**src/rtl/mioc_reset_seq.sv**
```systemverilog
// MIOC reset front-end: synchronises and debounces PBRST_N/N_CVRST and drives stretched RST_N, CPRST_N, NETRST_N and GAME_MODE.
// Optional macro MIOC_NETRST_EXTEND_EN holds NETRST_N low NET_HOLD extra cycles via a NETX state.
module mioc_reset_seq #(
  parameter int unsigned DEB_CYCLES     = 16,
  parameter int unsigned STRETCH_CYCLES = 64,
  parameter int unsigned NET_HOLD       = 32,
  parameter int unsigned CNT_W          = 16
) (
  input  logic B_PHI,
  input  logic POR_N,
  input  logic PBRST_N,
  input  logic N_CVRST,
  output logic RST_N,
  output logic CPRST_N,
  output logic NETRST_N,
  output logic GAME_MODE
);

  typedef enum logic [2:0] {
    ST_POR,
    ST_IDLE,
    ST_DEB,
    ST_HOLD,
    ST_STRETCH,
    ST_NETX
  } state_t;

  // The IDLE cycle that first sees a press counts toward the press debounce,
  // so DEB terminates one count earlier than the release debounce in HOLD.
  localparam logic [CNT_W-1:0] DEB_PRESS_TC = CNT_W'(DEB_CYCLES - 2);
  localparam logic [CNT_W-1:0] DEB_REL_TC   = CNT_W'(DEB_CYCLES - 1);
  localparam logic [CNT_W-1:0] STRETCH_TC   = CNT_W'(STRETCH_CYCLES - 1);
`ifdef MIOC_NETRST_EXTEND_EN
  localparam logic [CNT_W-1:0] NET_TC       = CNT_W'(NET_HOLD - 1);
  localparam state_t           ST_RELEASE   = ST_NETX;
`else
  localparam state_t           ST_RELEASE   = ST_IDLE;
`endif

  logic pb_q1, pb_s, cv_q1, cv_s;
  logic any_low;

  state_t           state_q, state_d;
  logic [CNT_W-1:0] cnt_q, cnt_d;
  logic             gm_q, gm_d;
  logic             rst_n_q, cprst_n_q, netrst_n_q;
  logic             rst_n_d, cprst_n_d, netrst_n_d;

  // NOTE: sequential state uses non-blocking assignments so every flop samples pre-edge values.
  always_ff @(posedge B_PHI or negedge POR_N) begin
    if (!POR_N) begin
      pb_q1 <= 1'b1;
      pb_s  <= 1'b1;
      cv_q1 <= 1'b1;
      cv_s  <= 1'b1;
    end else begin
      pb_q1 <= PBRST_N;
      pb_s  <= pb_q1;
      cv_q1 <= N_CVRST;
      cv_s  <= cv_q1;
    end
  end

  assign any_low = !pb_s || !cv_s;

  // NOTE: every always_comb output gets a default first, so no path can infer a latch.
  always_comb begin
    state_d = state_q;
    cnt_d   = cnt_q;
    gm_d    = gm_q;
    unique case (state_q)
      ST_POR: begin
        if (cnt_q == STRETCH_TC) begin
          cnt_d = '0;
          if (any_low) begin
            state_d = ST_HOLD;
            gm_d    = pb_s;
          end else begin
            state_d = ST_RELEASE;
          end
        end else begin
          cnt_d = cnt_q + 1'b1;
        end
      end
      ST_IDLE: begin
        if (any_low) begin
          state_d = ST_DEB;
          cnt_d   = '0;
        end
      end
      ST_DEB: begin
        if (!any_low) begin
          state_d = ST_IDLE;
        end else if (cnt_q == DEB_PRESS_TC) begin
          state_d = ST_HOLD;
          cnt_d   = '0;
          gm_d    = pb_s;
        end else begin
          cnt_d = cnt_q + 1'b1;
        end
      end
      ST_HOLD: begin
        if (!pb_s) gm_d = 1'b0;
        if (any_low) begin
          cnt_d = '0;
        end else if (cnt_q == DEB_REL_TC) begin
          state_d = ST_STRETCH;
          cnt_d   = '0;
        end else begin
          cnt_d = cnt_q + 1'b1;
        end
      end
      ST_STRETCH: begin
        if (any_low) begin
          // Still inside one reset pulse: a game press must not lift CPRST_N mid-reset.
          state_d = ST_HOLD;
          cnt_d   = '0;
          gm_d    = gm_q && pb_s;
        end else if (cnt_q == STRETCH_TC) begin
          state_d = ST_RELEASE;
          cnt_d   = '0;
        end else begin
          cnt_d = cnt_q + 1'b1;
        end
      end
`ifdef MIOC_NETRST_EXTEND_EN
      ST_NETX: begin
        if (any_low) begin
          state_d = ST_HOLD;
          cnt_d   = '0;
          gm_d    = pb_s;
        end else if (cnt_q == NET_TC) begin
          state_d = ST_IDLE;
          cnt_d   = '0;
        end else begin
          cnt_d = cnt_q + 1'b1;
        end
      end
`endif
      default: begin
        state_d = ST_POR;
        cnt_d   = '0;
      end
    endcase
  end

  // Outputs are decoded from the next state and registered, so they change on the transition edge.
  always_comb begin
    netrst_n_d = (state_d == ST_IDLE) || (state_d == ST_DEB);
    rst_n_d    = netrst_n_d || (state_d == ST_NETX);
    cprst_n_d  = rst_n_d || (gm_d && ((state_d == ST_HOLD) || (state_d == ST_STRETCH)));
  end

  always_ff @(posedge B_PHI or negedge POR_N) begin
    if (!POR_N) begin
      state_q    <= ST_POR;
      cnt_q      <= '0;
      gm_q       <= 1'b0;
      rst_n_q    <= 1'b0;
      cprst_n_q  <= 1'b0;
      netrst_n_q <= 1'b0;
    end else begin
      state_q    <= state_d;
      cnt_q      <= cnt_d;
      gm_q       <= gm_d;
      rst_n_q    <= rst_n_d;
      cprst_n_q  <= cprst_n_d;
      netrst_n_q <= netrst_n_d;
    end
  end

  assign RST_N     = rst_n_q;
  assign CPRST_N   = cprst_n_q;
  assign NETRST_N  = netrst_n_q;
  assign GAME_MODE = gm_q;

endmodule

```
**config.mk**
```make
export PLATFORM = sky130hd
export DESIGN_NAME = mioc_reset_seq
export DESIGN_NICKNAME = d
export VERILOG_FILES = /design/src/rtl/mioc_reset_seq.sv
export SDC_FILE = /design/constraint.sdc
export NUM_CORES = 1
export LEC_CHECK = 0
export BUFFER_PORTS_ARGS = -buffer_cell sky130_fd_sc_hd__buf_2
export CAP_MARGIN = 10
export CORE_MARGIN = 5
export CORE_UTILIZATION = 59
export CTS_CLUSTER_DIAMETER = 150
export DETAILED_ROUTE_END_ITERATION = 10
export PLACE_DENSITY = 0.83
export SYNTH_ARGS = -nofsm -noshare
export SYNTH_HDL_FRONTEND = slang
export SYNTH_SLANG_ARGS = --single-unit
export TNS_END_PERCENT = 10
```
**constraint.sdc**
```tcl
create_clock -name B_PHI -period 2.3 [get_ports B_PHI]
set_input_delay 0.23 -clock B_PHI [delete_from_list [all_inputs] [get_ports B_PHI]]
set_output_delay 0.23 -clock B_PHI [all_outputs]
set_load 0.01 [all_outputs]
```
==> results.cfg, run 1 <==
[pwr]
p_leak_nw = 0.790
peakVddDrop_v = 0.000438
p_per_area_nw_per_um2 = 425

[global_route]
antenna_found_initial = 0
grt_pass1_vias = 1201
grt_max_degree = 28
grt_pass1_wl_mm = 5.53
grt_usage = 0.203
overflow = 0

[synth]
avgSynthCellArea_um2 = 9.78
synth_edf_count = 0
synth_ff_type = dfrtp_1
syn_area_um2 = 1520
synth_seq_cells = 27
yosysUniqueCellTypes = 46
ys_warn_count = 0
synth_nets = 161
async_flop_share = 1.00
yosysSeqAreaShare = 0.449
synthCells = 155

[layout]
drive_above_1_share = 0.172
top_regs = cnt_q (16), state_q (3)
regMostFlops = cnt_q
largest_register_ffs = 16
antenna_cells = 0
syn2layout_area_growth_pct = 10.9
seq_area_um2 = 681
finalNetCount = 176
final_cell_mix = dfrtp_1 (23), nand2_1 (16), nor2_1 (13), nand3_1 (9)
final_util = 0.679
multi_input_area_um2 = 823
final_common_cell = dfrtp_1
fillCellCount = 202

[die]
boundaryPins = 8
fp.dieW_um = 60.7
fp.coreArea_um2 = 2480
die_y_um = 60.7
rows = 18
die_area_um2 = 3680
initial_core_util = 0.612

[worst_setup_path]
crit_required_ns = 2.54
rr_worst_depth = 7
crit_arrival_ns = 2.40
rr_endpoint = cnt_q[13]
crit_path_start = cnt_q[0]
rrSetupSlack_ns = 0.14
path_max_fanout = 10
worstSetupEndpointType = flop
r2r-start = cnt_q[0]
critical_path_class = reg2reg
critPathLaunchType = flop

[timing]
rsz0062_at_grt = false
hold_viol_final = 0
final.min_clock_period_ns = 2.16
setup_viol = 0
slew_viol_final = 0
final.setup_skew_ns = 0.00605
maxSlewHeadroom = 0.608
period_share = 0.939
worst_slack_ns = 0.141
fmax_ghz = 0.463
tightestPinTransition_ns = 0.588

[drt]
routed_via_density = 6.67
initialDrtViolationCount = 112
via_count = 1328
final_antenna_net_count = 0
drc = 0
wire_per_inst_um = 17.4
first_pass_iters = 5
routed_wirelength_mm = 3.46

[clocking]
clock-sinks = 27
clk_latency_ns = 0.33
numCtsBuffers = 3
clk_pin_slew_ns = 0.15
tritoncts = built
cts_root_buf = clkbuf_4
h-tree-depth = 1
clockBufferDepth = 2
post_cts.repair.setup_buffers = 0

[place]
gp_congestion = 0.853
io_buffers = 7
dpl_worst_slack_ns = -0.00237
hpwlAfterDp_mm = 2.42

[hold_path]
min_to = pb_s
hold_start = pb_q1
holdPathStages = 0
worstHoldPathType = reg2reg

[run]
cap_violations = 0

[status]
status = finished clean
## area by class of cell
class | instances | area share
flip-flops and latches | 27 | 0.405
well taps | 30 | 0.0223
inverters | 3 | 0.00670
repair buffers | 15 | 0.0610
multi-input cells | 120 | 0.490
clock buffers | 4 | 0.0156
## synthesized netlist by cell type (2+ instances only)
library cell	n	area (um2)
dfrtp_1	23	576
nand2_1	16	60.1
nor2_1	13	48.8
nand3_1	9	45.0
o21ai_0	8	40.0
a22o_1	6	52.6
and3_1	6	37.5
xor2_1	5	43.8
dfstp_2	4	105
nand2b_1	4	25.0
o21ai_1	4	20.0
and2_1	3	18.8
clkbuf_1	3	11.3
inv_1	3	11.3
nand4_1	3	18.8
nor2b_1	3	18.8
nor3_1	3	15.0
nor4_1	3	18.8
o31ai_1	3	22.5
a21o_1	2	15.0
a21oi_1	2	10.0
and4_1	2	17.5
ha_1	2	25.0
mux2i_1	2	20.0
nor4_2	2	25.0
## logic make-up after synthesis
| family | Yosys count | share of synthesized area |
|---|---|---|
| fa+ha+maj | 2 | 0.0165 |
| xor+xnor | 6 | 0.0347 |
| compound gates | 35 | 0.172 |
| flops | 27 | 0.449 |
| buf+inv | 8 | 0.0256 |
| mux | 3 | 0.0206 |
| simple gates | 74 | 0.281 |
## worst max-delay path, cell delays in order, from the launching register on
cell,delay [ns]
dfrtp_1,0.44
ha_1,0.25
nor4bb_2,0.34
nand4_2,0.17
a32oi_2,0.27
and2_4,0.26
o21ai_1,0.09
a22o_1,0.25
## routing by layer
layer  routed length [um]  vias up  GRT usage
met5                    0        -          0
met4                  104        0     0.0805
met3                  276       19     0.0277
met2                 1620       76      0.331
met1                 1450      630      0.274
li1                     -      603          -
## report_power, final
group / total (mW) / switching, mW / leakage [nW] / internal [mW]
clock network: 0.212 / 0.144 / 0.0150 / 0.0681
logic: 0.0178 / 0.0118 / 0.426 / 0.00604
registers: 0.485 / 0.00375 / 0.349 / 0.481
## timing repair
item / 4_1_cts / 5_1_grt
gates resized for setup: 1 / 5
setup endpoints to repair: 4 / 8
gates cloned: 0 / 0
hold buffers: 3 / 0
hold endpoints to repair: 25 / 0
## per-stage QoR
stage / instances / instance area [um2] / setup TNS (ns) / total power [mW] / hold WS [ns]
final: 199 / 1680 / 0 / 0.715 / 0.367
after global routing: 199 / 1680 / 0 / 0.743 / 0.375
after CTS: 199 / 1660 / 0 / 0.714 / 0.368
after detailed placement: 192 / 1600 / -0.00237 / 0.508 / 0.270
after global placement: 192 / 1600 / 0 / 0.507 / 0.255
after floorplan: 155 / 1520 / 0 / 0.495 / -0.0656
## worst max path at each step
| stage | endpoint | slack, ns |
|---|---|---|
| after global routing | NETRST_N | 0.05 |
| after global placement | cnt_q[3] | 0.13 |
| after CTS | CPRST_N | 0.03 |
| final | cnt_q[13] | 0.14 |
| after detailed placement | cnt_q[3] | -0.002 |
| after floorplan | cnt_q[13] | 0.26 |
Note: power is estimated with default switching activity, not from simulation.
==> run 2: changes to the inputs <==
--- a/config.mk
+++ b/config.mk
@@ -9,9 +9,10 @@
 export CAP_MARGIN = 10
 export CORE_MARGIN = 5
 export CORE_UTILIZATION = 59
-export CTS_CLUSTER_DIAMETER = 150
 export DETAILED_ROUTE_END_ITERATION = 10
+export HOLD_SLACK_MARGIN = 0.06
 export PLACE_DENSITY = 0.83
+export RECOVER_POWER = 25
 export SYNTH_ARGS = -nofsm -noshare
 export SYNTH_HDL_FRONTEND = slang
 export SYNTH_SLANG_ARGS = --single-unit
==> results.cfg, run 2 (synthesis gave the netlist of run 1 again) <==
[status]
status = finished clean

[die]
rows = 18
initial_core_util = 0.612
die_y_um = 60.7
fp.coreArea_um2 = 2480
boundaryPins = 8
die_area_um2 = 3680
fp.dieW_um = 60.7

[layout]
final_cell_mix = dfrtp_1 (23), nand2_1 (16), nor2_1 (13), nand3_1 (9), o21ai_0 (7)
regMostFlops = cnt_q
final_common_cell = dfrtp_1
antenna_cells = 0
multi_input_area_um2 = 823
largest_register_ffs = 16
fillCellCount = 201
finalNetCount = 176
syn2layout_area_growth_pct = 10.8
top_regs = cnt_q (16), state_q (3)
drive_above_1_share = 0.166
final_area_um2 = 1680
seq_area_um2 = 681

[clocking]
numCtsBuffers = 3
clk_latency_ns = 0.33
clockBufferDepth = 2
post_cts.repair.setup_buffers = 0
cts_root_buf = clkbuf_4
clk_pin_slew_ns = 0.14
tritoncts = built
h-tree-depth = 1
clock-sinks = 27

[worst_setup_path]
critical_path_class = reg2reg
crit_arrival_ns = 2.39
rrSetupSlack_ns = 0.14
worstSetupEndpointType = flop
rr_endpoint = cnt_q[13]
crit_required_ns = 2.54
path_max_fanout = 10
path_buf_inv = 0
cp_top_family = simple AND/OR/NAND/NOR gates
cp_slowest_cell = dfrtp_1
rr_worst_depth = 7
slowest_delay_ns = 0.44
r2r-start = cnt_q[0]
crit_path_start = cnt_q[0]
path_cells = ha_1, nor4bb_2, nand4_2, a32oi_2, and2_4, o21ai_1, a22o_1
critPathLaunchType = flop

[drt]
initialDrtViolationCount = 112
routed_via_density = 6.68
final_antenna_net_count = 0
drc = 0
via_count = 1330
routed_wirelength_mm = 3.45
dr.max_layer_used = met4
first_pass_iters = 5
dr_wl_met3_um = 250
drt-met1-wl_mm = 1.46
wire_per_inst_um = 17.3
wl_met2_mm = 1.65

[timing]
final.min_clock_period_ns = 2.16
final.setup_skew_ns = 0.00257
fmax_ghz = 0.464
slew_viol_final = 0
setup_viol = 0
hold_viol_final = 0
rsz0062_at_grt = false
maxSlewHeadroom = 0.0593
period_share = 0.938
hold_slack_ns = 0.367
tightestPinTransition_ns = 1.41

[pwr]
peakVddDrop_v = 0.000438
p_leak_nw = 0.787
p_per_area_nw_per_um2 = 424

[place]
gp_congestion = 0.853
placed_cell_area_um2 = 1600
hpwlAfterDp_mm = 2.42
io_buffers = 7

[global_route]
grt_max_degree = 28
antenna_found_initial = 0
overflow = 0
grt_usage = 0.203
grt_pass1_wl_mm = 5.53
grt_pass1_vias = 1201

[hold_path]
worstHoldPathType = reg2reg
holdPathStages = 0
hold_start = pb_q1
min_to = pb_s

[run]
cap_violations = 0
run 2: cell types whose count changed in the layout (fill, tap and decap cells not counted):
| cell | delta |
|---|---|
| clkbuf_1 | +1 |
| buf_2 | -1 |
run 2: report_power, final:
| group | internal, mW | switching [mW] | total (mW) |
|---|---|---|---|
| registers | 0.481 | 0.00374 | 0.485 |
| clock network | 0.0681 | 0.142 | 0.210 |
| logic | 0.00579 | 0.0118 | 0.0176 |
run 2: worst max path at each step:
| stage | slack, ns | endpoint | cells past startpoint |
|---|---|---|---|
| 3_3_place_gp | 0.13 | cnt_q[3] | 7 |
| 2_1_floorplan | 0.26 | cnt_q[13] | 8 |
| 4_1_cts | 0.03 | CPRST_N | 6 |
| 6_report | 0.14 | cnt_q[13] | 7 |
| 3_5_place_dp | -0.002 | cnt_q[3] | 7 |
| 5_1_grt | 0.05 | NETRST_N | 8 |
run 2: metrics by stage:
step           setup TNS [ns]  instances  utilization  setup WS [ns]  power [mW]
2_1_floorplan               0        155            -          0.261       0.495
3_3_place_gp                0        192        0.645          0.131       0.507
3_5_place_dp         -0.00237        192        0.645       -0.00237       0.508
4_1_cts                     0        199        0.669         0.0266       0.714
5_1_grt                     0        199        0.678         0.0544       0.743
6_report                    0        199        0.678          0.143       0.713
run 2: layer usage:
metal  vias up  GRT usage
met4         0     0.0805
met1       642      0.274
met3        15     0.0277
met5         -          0
li1        603          -
met2        70      0.331
run 2: repair_timing:
item                                    4_1_cts  5_1_grt
hold buffers                                  3        0
endpoints found under the setup margin        4        8
gates resized for setup                       1        5
hold endpoints to repair                     25        0
run 2: final cells by class:
type                            count  share of cell area
Multi-Input combinational cell    120               0.490
Clock buffer                        4              0.0156
Inverter                            3             0.00670
Sequential cell                    27               0.405
Tap cell                           30              0.0223
Timing Repair Buffer               15              0.0603
